$ cat src/rtl/coord_scan_gen.sv
// coord_scan_gen
// Raster coordinate generator. A start request latches an origin, per-pixel
// and per-line steps and a column/row count. The block then streams one
// (x, y) beat per pixel over a valid/ready handshake, with start-of-frame,
// end-of-line and end-of-frame markers. A one-cycle done pulse follows the
// final accepted beat.
//
// Ports
//   clk, rst           : single clock, synchronous active-high reset
//   start, abort       : begin a frame scan / drop the scan in progress
//   x_origin, y_origin : coordinate of the first pixel
//   x_step, y_step     : two's-complement increments per pixel / per line
//   n_cols, n_rows     : frame size in pixels per line and lines per frame
//   m_valid, m_ready   : coordinate beat handshake
//   m_x, m_y           : coordinate of the current beat
//   m_sof, m_eol, m_eof: frame and line markers on the current beat
//   busy, done         : scan in progress / one-cycle completion pulse
//
// state | meaning
// ------+--------------------------------------------------------------
// IDLE  | waiting for start; no beat presented
// RUN   | presenting beats; counters track column/row of the current beat
// DONE  | frame finished; done is high for this single cycle
module coord_scan_gen #(
    parameter int COORD_W = 16,
    parameter int CNT_W   = 16
) (
    input  logic               clk,
    input  logic               rst,
    input  logic               start,
    input  logic               abort,
    input  logic [COORD_W-1:0] x_origin,
    input  logic [COORD_W-1:0] y_origin,
    input  logic [COORD_W-1:0] x_step,
    input  logic [COORD_W-1:0] y_step,
    input  logic [CNT_W-1:0]   n_cols,
    input  logic [CNT_W-1:0]   n_rows,
    output logic               m_valid,
    input  logic               m_ready,
    output logic [COORD_W-1:0] m_x,
    output logic [COORD_W-1:0] m_y,
    output logic               m_sof,
    output logic               m_eol,
    output logic               m_eof,
    output logic               busy,
    output logic               done
);

    typedef enum logic [1:0] {
        S_IDLE = 2'd0,
        S_RUN  = 2'd1,
        S_DONE = 2'd2
    } state_t;

    state_t state_q, state_d;

    logic [COORD_W-1:0] x_origin_q, x_origin_d;
    logic [COORD_W-1:0] x_step_q, x_step_d;
    logic [COORD_W-1:0] y_step_q, y_step_d;
    logic [CNT_W-1:0]   n_cols_q, n_cols_d;
    logic [CNT_W-1:0]   n_rows_q, n_rows_d;
    logic [CNT_W-1:0]   col_q, col_d;
    logic [CNT_W-1:0]   row_q, row_d;
    logic               m_valid_q, m_valid_d;
    logic [COORD_W-1:0] m_x_q, m_x_d;
    logic [COORD_W-1:0] m_y_q, m_y_d;
    logic               m_sof_q, m_sof_d;
    logic               m_eol_q, m_eol_d;
    logic               m_eof_q, m_eof_d;
    logic               busy_q, busy_d;
    logic               done_q, done_d;

    logic               col_last;
    logic               row_last;

    assign col_last = (col_q == (n_cols_q - CNT_W'(1)));
    assign row_last = (row_q == (n_rows_q - CNT_W'(1)));

    always_comb begin
        state_d    = state_q;
        x_origin_d = x_origin_q;
        x_step_d   = x_step_q;
        y_step_d   = y_step_q;
        n_cols_d   = n_cols_q;
        n_rows_d   = n_rows_q;
        col_d      = col_q;
        row_d      = row_q;
        m_valid_d  = m_valid_q;
        m_x_d      = m_x_q;
        m_y_d      = m_y_q;
        m_sof_d    = m_sof_q;
        m_eol_d    = m_eol_q;
        m_eof_d    = m_eof_q;

        case (state_q)
            S_IDLE: begin
                if (start) begin
                    x_origin_d = x_origin;
                    x_step_d   = x_step;
                    y_step_d   = y_step;
                    n_cols_d   = n_cols;
                    n_rows_d   = n_rows;
                    col_d      = '0;
                    row_d      = '0;
                    if ((n_cols == '0) || (n_rows == '0)) begin
                        state_d = S_DONE;
                    end else begin
                        state_d   = S_RUN;
                        m_valid_d = 1'b1;
                        m_x_d     = x_origin;
                        m_y_d     = y_origin;
                        m_sof_d   = 1'b1;
                        m_eol_d   = (n_cols == CNT_W'(1));
                        m_eof_d   = (n_cols == CNT_W'(1)) && (n_rows == CNT_W'(1));
                    end
                end
            end

            S_RUN: begin
                if (m_valid_q && m_ready) begin
                    if (m_eof_q) begin
                        state_d   = S_DONE;
                        m_valid_d = 1'b0;
                        m_sof_d   = 1'b0;
                        m_eol_d   = 1'b0;
                        m_eof_d   = 1'b0;
                    end else if (col_last) begin
                        // Wrap to the next line: the markers describe the
                        // beat being loaded, i.e. column 0 of row_q+1.
                        col_d   = '0;
                        row_d   = row_q + CNT_W'(1);
                        m_x_d   = x_origin_q;
                        m_y_d   = m_y_q + y_step_q;
                        m_sof_d = 1'b0;
                        m_eol_d = (n_cols_q == CNT_W'(1));
                        m_eof_d = (n_cols_q == CNT_W'(1)) &&
                                  ((row_q + CNT_W'(1)) == (n_rows_q - CNT_W'(1)));
                    end else begin
                        col_d   = col_q + CNT_W'(1);
                        m_x_d   = m_x_q + x_step_q;
                        m_sof_d = 1'b0;
                        m_eol_d = ((col_q + CNT_W'(1)) == (n_cols_q - CNT_W'(1)));
                        m_eof_d = ((col_q + CNT_W'(1)) == (n_cols_q - CNT_W'(1))) && row_last;
                    end
                end
                // A beat accepted in the abort cycle still counts; abort only
                // suppresses whatever would have been presented next.
                if (abort) begin
                    state_d   = S_IDLE;
                    m_valid_d = 1'b0;
                    m_sof_d   = 1'b0;
                    m_eol_d   = 1'b0;
                    m_eof_d   = 1'b0;
                end
            end

            S_DONE: begin
                state_d = S_IDLE;
            end

            default: begin
                state_d   = S_IDLE;
                m_valid_d = 1'b0;
                m_sof_d   = 1'b0;
                m_eol_d   = 1'b0;
                m_eof_d   = 1'b0;
            end
        endcase

        busy_d = (state_d == S_RUN);
        done_d = (state_d == S_DONE);
    end

    always_ff @(posedge clk) begin
        if (rst) begin
            state_q    <= S_IDLE;
            x_origin_q <= '0;
            x_step_q   <= '0;
            y_step_q   <= '0;
            n_cols_q   <= '0;
            n_rows_q   <= '0;
            col_q      <= '0;
            row_q      <= '0;
            m_valid_q  <= 1'b0;
            m_x_q      <= '0;
            m_y_q      <= '0;
            m_sof_q    <= 1'b0;
            m_eol_q    <= 1'b0;
            m_eof_q    <= 1'b0;
            busy_q     <= 1'b0;
            done_q     <= 1'b0;
        end else begin
            state_q    <= state_d;
            x_origin_q <= x_origin_d;
            x_step_q   <= x_step_d;
            y_step_q   <= y_step_d;
            n_cols_q   <= n_cols_d;
            n_rows_q   <= n_rows_d;
            col_q      <= col_d;
            row_q      <= row_d;
            m_valid_q  <= m_valid_d;
            m_x_q      <= m_x_d;
            m_y_q      <= m_y_d;
            m_sof_q    <= m_sof_d;
            m_eol_q    <= m_eol_d;
            m_eof_q    <= m_eof_d;
            busy_q     <= busy_d;
            done_q     <= done_d;
        end
    end

    assign m_valid = m_valid_q;
    assign m_x     = m_x_q;
    assign m_y     = m_y_q;
    assign m_sof   = m_sof_q;
    assign m_eol   = m_eol_q;
    assign m_eof   = m_eof_q;
    assign busy    = busy_q;
    assign done    = done_q;

endmodule

$ cat config.mk
export PLATFORM = sky130hd
export DESIGN_NAME = coord_scan_gen
export DESIGN_NICKNAME = d
export VERILOG_FILES = /design/src/rtl/coord_scan_gen.sv
export SDC_FILE = /design/constraint.sdc
export NUM_CORES = 1
export LEC_CHECK = 0
export ABC_AREA = 1
export ABC_CLOCK_PERIOD_IN_PS = 4400
export CORE_UTILIZATION = 55
export CTS_BUF_LIST = sky130_fd_sc_hd__clkbuf_8
export CTS_CLUSTER_SIZE = 40
export DETAILED_ROUTE_END_ITERATION = 7
export PLACE_DENSITY = 0.77
export SYNTH_ARGS = -nofsm -noshare
export SYNTH_HDL_FRONTEND = slang
export SYNTH_SLANG_ARGS = --single-unit
$ cat constraint.sdc
create_clock -name clk -period 4.4 [get_ports clk]
set_input_delay 0.44 -clock clk [delete_from_list [all_inputs] [get_ports clk]]
set_output_delay 0.44 -clock clk [all_outputs]
set_load 0.05 [all_outputs]
Word level (Yosys, flattened, before mapping)
Index checks and enable logic that the tools add are counted.

storage, ports and cells
  bits in registers = 152
  input bits = 101
  output and inout bits = 38
  logic and storage cells = 107

cells by class
  add/subtract/negate cells = 6
  equality and inequality tests = 18
  muxes and demuxes = 50
  bitwise operators = 1
  reductions and logical operators = 16

operator list
  operator                 count
  $mux W16                 17
  $pmux W16 S2             4
  $eq A16 B16 Y1           4
  $eq A16 B1 Y1 const B    3
  $add A16 B1 Y16 const B  2
  $add A16 B16 Y16         2
  $logic_not A16 Y1        2
  $sub A16 B1 Y16 const B  2
  $mux W1                  19
  $reduce_and A5 Y1        3
  $pmux W1 S3              4
  $mux W2                  5
  $ne A2 B2 Y1 const B     5
  $reduce_and A4 Y1        2
  $ne A3 B3 Y1 const B     2
  $reduce_and A6 Y1        1
  $eq A2 B1 Y1 const B     2
  $eq A2 B2 Y1 const B     2
  $logic_and A1 B1 Y1      4
  $pmux W2 S2              1
  $logic_not A2 Y1         1
  $reduce_and A2 Y1        1
  $reduce_bool A2 Y1       1
  $logic_or A1 B1 Y1       1
  $not A1 Y1               1

Depth between registers and ports, before layout
Gate-level depths: netlist of run 1.

  depth after elaboration = 8
  gate-level depth with buffers = 21
  mapped depth without buffers = 19

Worst setup path after synthesis of run 1
OpenSTA, ideal clock, no wires.

  path type = register -> register
  start point = register m_x_q[0] (netlist: m_x[0])
  end point = register m_x_q[12] (netlist: m_x[12])
  setup time = 109 ps
  arrival = 2609 ps
  required time = 4291 ps
  slack = 1682 ps
  cell stages (with the launch flop) = 17
  buffers on the path = 0
  clock period less this slack = 2718 ps
  cells stage by stage = dfxtp_1 -> ha_1 -> inv_1 -> fa_1 -> nor2_1 -> a211oi_1 -> o21ai_0 -> nand2_1 -> nand2_1 -> nand2_1 -> nand2_1 -> a31oi_1 -> or2_2 -> nand3_1 -> nand3_1 -> nand2_1 -> inv_1

between the ends
  cells in the longest elaborated chain, start to end = 5

RTL lines
  element                 line  RTL
  from (decl)             65    logic [COORD_W-1:0] m_x_q, m_x_d;
  from (signal assigned)  202   m_x_q <= m_x_d;
  $add A16 B16 Y16        140   m_x_d = m_x_q + x_step_q;
  $mux W16                127   end else if (col_last) begin
  $mux W16                121   if (m_eof_q) begin
  $mux W16                120   if (m_valid_q && m_ready) begin
  $pmux W16 S2            95    case (state_q)

Every way passes these cells. The select of a mux whose other input is x is not followed.
A chain may end at the register's enable or synchronous reset.

Worst setup path in the final report of run 1
  start point = register n_cols_q[1]
  end point = register m_y_q[8] (netlist: m_y[8])

between the ends
  cells in the longest elaborated chain, start to end = 4

RTL lines
  element                             line  RTL
  from (decl)                         60    logic [CNT_W-1:0] n_cols_q, n_cols_d;
  from (signal assigned)              197   n_cols_q <= n_cols_d;
  $sub A16 B1 Y16                     76    assign col_last = (col_q == (n_cols_q - CNT_W'(1)));
  $eq A16 B16 Y1                      76
  $ne A2 B2 Y1 (no source line)       n/a
  $reduce_and A6 Y1 (no source line)  n/a
  to (signal assigned)                203   m_y_q <= m_y_d;
  to (decl)                           66    logic [COORD_W-1:0] m_y_q, m_y_d;

Every way passes these cells.

==> results of run 1 <==
==> stage by stage <==
| stage | hold WS, ns | std cells | instance area [µm²] | setup WS [ns] |
|---|---|---|---|---|
| 6_report | 0.474 | 1907 | 11800 | 1.37 |
| 5_1_grt | 0.496 | 1907 | 11800 | 1.11 |
| 4_1_cts | 0.475 | 1907 | 11800 | 1.37 |
| 3_5_place_dp | 0.463 | 1875 | 11400 | 1.31 |
| 3_3_place_gp | 0.455 | 1875 | 11400 | 1.36 |
| 2_1_floorplan | 0.445 | 1558 | 9970 | 1.68 |
==> sequential cells by signal, indices dropped and copies added, names as in the netlist <==
signal      cells
state_q         2
done            1
y_step_q       16
n_cols_q       16
m_sof           1
n_rows_q       16
m_eol           1
row_q          16
x_step_q       16
m_eof           1
m_y            16
m_x            16
m_valid         1
col_q          16
busy            1
x_origin_q     16
==> cells by family after synthesis <==
group	Yosys count
AND/OR/NAND/NOR	810
AO/OA/AOI/OAI	288
buffers and inverters	211
flip-flops	152
XOR/XNOR	60
adder cells (fa/ha/maj)	37
==> layout make-up <==
| cell class | instances | area share (%) |
|---|---|---|
| clock inverters | 15 | 1.22 |
| multi-input cells | 1195 | 51.5 |
| well taps | 225 | 2.38 |
| repair buffers | 146 | 12.2 |
| inverters | 157 | 5.02 |
| clock buffers | 17 | 1.98 |
| flip-flops and latches | 152 | 25.7 |
==> critical path, stage by stage (launching register included) <==
cell,delay (ns)
dfxtp_1,0.42
inv_1,0.11
ha_1,0.26
inv_1,0.09
nand2_1,0.05
nand2_1,0.09
nand2_1,0.05
a21oi_1,0.17
nand2_1,0.07
nor2_1,0.14
nand4_1,0.19
nor2_4,0.20
inv_2,0.08
nand2_4,0.18
nand3_4,0.26
clkinv_2,0.32
nand3_1,0.12
o211a_1,0.13
==> layout by cell type, fill, tap and decap left out, types with 17 or more instances in the layout <==
cell             netlist  routed
clkdlybuf4s50_1        0     137
dfxtp_1              152     152
clkbuf_8               0      17
nand3_1              109     109
a21oi_1              115     115
ha_1                  35      35
nand4_1               20      20
xor2_1                42      42
nor2_1               236     235
o21ai_0              120     120
nand2_1              399     399
inv_1                141     140
==> power breakdown <==
| group | total (µW) | leakage [µW] | switching (µW) | internal [µW] |
|---|---|---|---|---|
| Combinational | 1400 | 0.00372 | 892 | 508 |
| Clock | 1060 | 0.000185 | 602 | 460 |
| Sequential | 1610 | 0.00125 | 112 | 1500 |
==> cell usage after synthesis, types with 13 or more instances <==
library cell  instances  area [µm²]
nor2_1              236         886
nand4_1              20         125
o211ai_1             14         105
nand2_1             399        1500
inv_2                13        48.8
a21oi_1             115         576
inv_1               141         529
ha_1                 35         438
dfxtp_1             152        3040
xnor2_1              15         131
o21ai_0             120         601
nand3_1             109         546
xor2_1               42         368
clkbuf_1             43         161
==> worst paths after layout <==
path | from | endpoint | slack (ns)
setup / recovery | n_cols_q[1]$_SDFFE_PP0P_ | m_y[8]$_SDFFE_PP0P_ | 1.37
hold / removal | m_sof$_SDFFE_PP0P_ | m_sof$_SDFFE_PP0P_ | 0.47
setup reg to reg | n_cols_q[1]$_SDFFE_PP0P_ | m_y[8]$_SDFFE_PP0P_ | 1.37
hold reg to reg | m_sof$_SDFFE_PP0P_ | m_sof$_SDFFE_PP0P_ | 0.47
==> layer usage <==
layer,wire length (µm),share of wire (%)
met1,12700,45
met2,13200,47
met3,1800,6.4
met4,651,2.3
met5,0,0
==> flow_metrics.py, run 1 <==
metrics = {
    "worst_setup_path": {
        "arrival_ns": 3.40,
        "end_kind": "flop",
        "cp.required_ns": 4.77,
        "crit_type": "flop to flop",
        "critPathMaxFanout": 18,
        "critPathLaunchType": "flop",
        "r2r.worst_path.cells": 17,
    },
    "cells_and_area": {
        "antenna_cells": 0,
        "finish.utilization_pct": 67.6,
        "drive_above_1_share_pct": 6.18,
        "multiInputGateArea_mm2": 0.00609,
        "area_growth_pct": 18.6,
        "num-nets-final": 1807,
        "regArea_mm2": 0.00304,
        "n_fill_cell": 1568,
    },
    "synthesis": {
        "postSynthCellCount": 1558,
        "synth_flop_cell": "dfxtp_1",
        "yosys_warnings": 0,
        "async_flop_share_pct": 0,
        "yosys_register_bits": 152,
        "synthMuxAreaShare_pct": 0,
        "avgSynthCellArea_um2": 6.40,
        "synth_compound_area_share_pct": 16.5,
        "syn-num-nets": 1696,
        "synth-xor-area-share_pct": 5.62,
        "synth_edf_count": 0,
        "yosys.area_share.simple_pct": 34.1,
        "ys_seq_area_share_pct": 30.5,
        "synth_top_family_by_area": "simple AND/OR/NAND/NOR gates",
        "syn_area_mm2": 0.00997,
        "synthAdderAreaFrac_pct": 4.80,
        "synth.distinct_cells": 53,
    },
    "timing": {
        "skew_ns": 0.0164,
        "finalSetupViolCount": 0,
        "slew_headroom_pct": 37.3,
        "rsz0062_at_grt": "false",
        "fmax_ghz": 0.330,
        "period_needed_ns": 3.03,
        "fin_crit_sh_pct": 68.9,
        "drv_slew": 0,
        "tightest_slew_ns": 0.939,
        "finalHoldViolations": 0,
        "fin_tns_setup_ns": 0,
    },
    "floorplan": {
        "dieHeight_um": 137,
        "die_w_um": 137,
        "die_area_mm2": 0.0187,
        "coreArea_mm2": 0.0175,
        "start_util_pct": 57.0,
        "fp-row-count": 48,
        "pin_count": 139,
    },
    "route": {
        "drt_first_iter_violations": 739,
        "avgViaCountPerCell": 5.39,
        "routed_wl_um": 28400,
        "avgRoutedWirePerCell_um": 14.9,
        "drt_pass1_iterations": 7,
        "drcViolationCount": 0,
        "ant_nets": 0,
        "vias": 10300,
    },
    "place": {
        "place.gp.congestion": 0.959,
        "dp_hpwl_um": 21000,
        "port_buffers": 138,
    },
    "clocking": {
        "cts.sinks": 152,
        "htreeDepth": 4,
        "root_buffer": "clkbuf_8",
        "path_clk_slew_ns": 0.09,
        "cts_resized": 0,
        "cts.path.max_buffers": 2,
        "holdBufCountCts": 0,
        "clk_latency_ns": 0.47,
        "cts_setup_buffers": 0,
        "cts_tree": "yes",
        "cts_inserted_buffers": 17,
    },
    "grt": {
        "grt_use_met2_pct": 52.3,
        "busiest_layer": "met2",
        "gr-usage-all-layers_pct": 31.1,
        "antenna_found_initial": 0,
        "gr-total-overflow": 0,
        "grt_pass1_vias": 9521,
        "grt_start_max_net_pins": 77,
        "grtUsageMet3_pct": 6.15,
        "met1_usage_pct": 39.7,
        "grt_pass1_wl_um": 45500,
    },
    "job": {
        "max_cap_viol_count": 0,
    },
    "hold_path": {
        "hold_path_depth": 2,
        "hold_path_class": "flop to flop",
    },
    "pwr": {
        "leakagePower_uw": 0.00516,
        "power.density_mw_per_mm2": 344,
        "finalPower_uw": 4070,
        "ir_worst_vdd_uv": 266,
    },
    "status": {
        "outcome": "finished, final reports clean",
    },
}
Note: power is estimated with default switching activity, not from simulation.
==> run 2: changes to the inputs <==
- ABC_CLOCK_PERIOD_IN_PS: 4400 -> 3130
- clock period: 4.4 -> 3.13 ns (I/O delays scaled with it)
==> run 2 against run 1 <==
  * Fmax up 11%
  * Utilization up 0.47 points
  * Critical path depth down 4
  * Die area unchanged
  * Sequential share of layout area down 0.18 points
  * Count of clock-buffer cells in the layout up 1
  * Sequential power up 40%
  * Setup slack worse by 0.97 ns
  * Non-clock buffer count up 7
  * Critical path type unchanged
  * Highest routed layer unchanged
==> flow_metrics.py, run 2 (same netlist as run 1, synthesis figures left out) <==
metrics = {
    "clocking": {
        "clk_latency_ns": 0.47,
        "root_buffer": "clkbuf_8",
        "path_clk_slew_ns": 0.10,
        "cts_resized": 0,
        "cts.sinks": 152,
        "cts_setup_buffers": 0,
        "cts_inserted_buffers": 17,
        "holdBufCountCts": 0,
        "cts.path.max_buffers": 2,
        "htreeDepth": 4,
        "cts_tree": "yes",
    },
    "pwr": {
        "p_seq_share_pct": 38.9,
        "p_int_uw": 3570,
        "pwr-share-comb_pct": 34.2,
        "p_sw_uw": 2250,
        "power.density_mw_per_mm2": 489,
        "p_clk_share_pct": 26.9,
        "leakagePower_uw": 0.00521,
        "swShare_pct": 38.7,
        "ir_worst_vdd_uv": 397,
    },
    "timing": {
        "slew_headroom_pct": 41.4,
        "finalHoldViolations": 0,
        "period_needed_ns": 2.73,
        "drv_slew": 0,
        "fin_tns_setup_ns": 0,
        "skew_ns": 0.0139,
        "whs_ns": 0.420,
        "tightest_slew_ns": 0.878,
        "fmax_ghz": 0.366,
        "layout_setup_ws_ns": 0.396,
        "finalSetupViolCount": 0,
        "rsz0062_at_grt": "false",
        "fin_crit_sh_pct": 87.4,
    },
    "worst_setup_path": {
        "critPathLaunchType": "flop",
        "end_kind": "flop",
        "arrival_ns": 3.11,
        "crit_type": "flop to flop",
        "cp.required_ns": 3.50,
        "critPathMaxFanout": 3,
    },
    "floorplan": {
        "coreArea_mm2": 0.0175,
        "start_util_pct": 57.0,
        "die_area_mm2": 0.0187,
        "dieHeight_um": 137,
        "die_w_um": 137,
        "fp-row-count": 48,
        "pin_count": 139,
    },
    "place": {
        "dp_hpwl_um": 21700,
        "port_buffers": 138,
        "place_worst_setup_slack_ns": 0.443,
        "place.gp.congestion": 0.989,
        "dpl_cell_area_mm2": 0.0115,
    },
    "grt": {
        "grt_pass1_vias": 9783,
        "gr-usage-all-layers_pct": 32.0,
        "grt_start_max_net_pins": 56,
        "grt_pass1_wl_um": 47100,
        "antenna_found_initial": 0,
        "gr-total-overflow": 0,
    },
    "route": {
        "avgRoutedWirePerCell_um": 15.1,
        "drcViolationCount": 0,
        "drt_pass1_iterations": 7,
        "ant_nets": 0,
        "routed_wl_um": 29000,
        "vias": 10500,
        "drt_first_iter_violations": 756,
        "avgViaCountPerCell": 5.48,
    },
    "cells_and_area": {
        "drive_above_1_share_pct": 6.51,
        "design_area_mm2": 0.0119,
        "area_growth_pct": 19.4,
        "layout_common_cells": "nand2_1 (399), nor2_1 (235), dfxtp_1 (152)",
        "finish.utilization_pct": 68.1,
        "antenna_cells": 0,
        "num-nets-final": 1814,
        "layout_commonest_cell": "nand2_1",
    },
    "status": {
        "outcome": "finished, final reports clean",
    },
    "hold_path": {
        "hold_path_class": "input port to flop",
    },
    "job": {
        "max_cap_viol_count": 0,
    },
}
## run 2: critical path, stage by stage (launching register included)
cell and delay (ns):
dfxtp_1 0.37, ha_1 0.20, inv_1 0.07, fa_1 0.39, nand3b_1 0.19, a31oi_1 0.16
nor2_1 0.09, o21ai_0 0.27, a21boi_0 0.20, o21ai_0 0.28, xor2_1 0.19, o21ai_0 0.09
nor2_1 0.10, nor2_1 0.04
## run 2: final cells by class
class,instances,area [µm²]
clock buffer,18,248
multi-input combinational,1195,6090
fill,1602,5570
clock inverter,14,148
timing repair buffer,153,1500
sequential,152,3040
tap,225,282
inverter,157,593
## run 2: power by group through the flow
stage	logic [µW]	clock network, µW	registers, µW
finish	1990	1560	2260
global route	2190	1650	2280
CTS	1980	1570	2260
detailed placement	1960	0	2300
global placement	1940	0	2300
floorplan	1210	0	2460
## run 2: per-stage QoR
stage | std cells | total power (µW)
after floorplan | 1558 | 3670
after global placement | 1882 | 4240
after CTS | 1914 | 5810
final | 1914 | 5820
after global routing | 1914 | 6120
after detailed placement | 1882 | 4260
## run 2: worst paths after layout
| kind | from | cells after the start | to | slack, ns |
|---|---|---|---|---|
| worst min register to register | m_sof$_SDFFE_PP0P_ | 2 | m_sof$_SDFFE_PP0P_ | 0.47 |
| worst max register to register | m_y[0]$_SDFFE_PP0P_ | 13 | m_y[12]$_SDFFE_PP0P_ | 0.40 |
| worst min-delay path | y_step[10] | 3 | y_step_q[10]$_SDFFE_PP0P_ | 0.42 |
| worst max-delay path | m_y[0]$_SDFFE_PP0P_ | 13 | m_y[12]$_SDFFE_PP0P_ | 0.40 |
## run 2: per-layer routing
metal / GRT usage (%) / wire [µm] / vias to the layer above / share of wire [%]
met3: 4.78 / 1570 / 45 / 5.4
met1: 41.8 / 13100 / 4811 / 45
li1: - / - / 5294 / -
met2: 53.6 / 13600 / 333 / 47
met4: 10.9 / 662 / 0 / 2.3
met5: 0 / 0 / - / 0
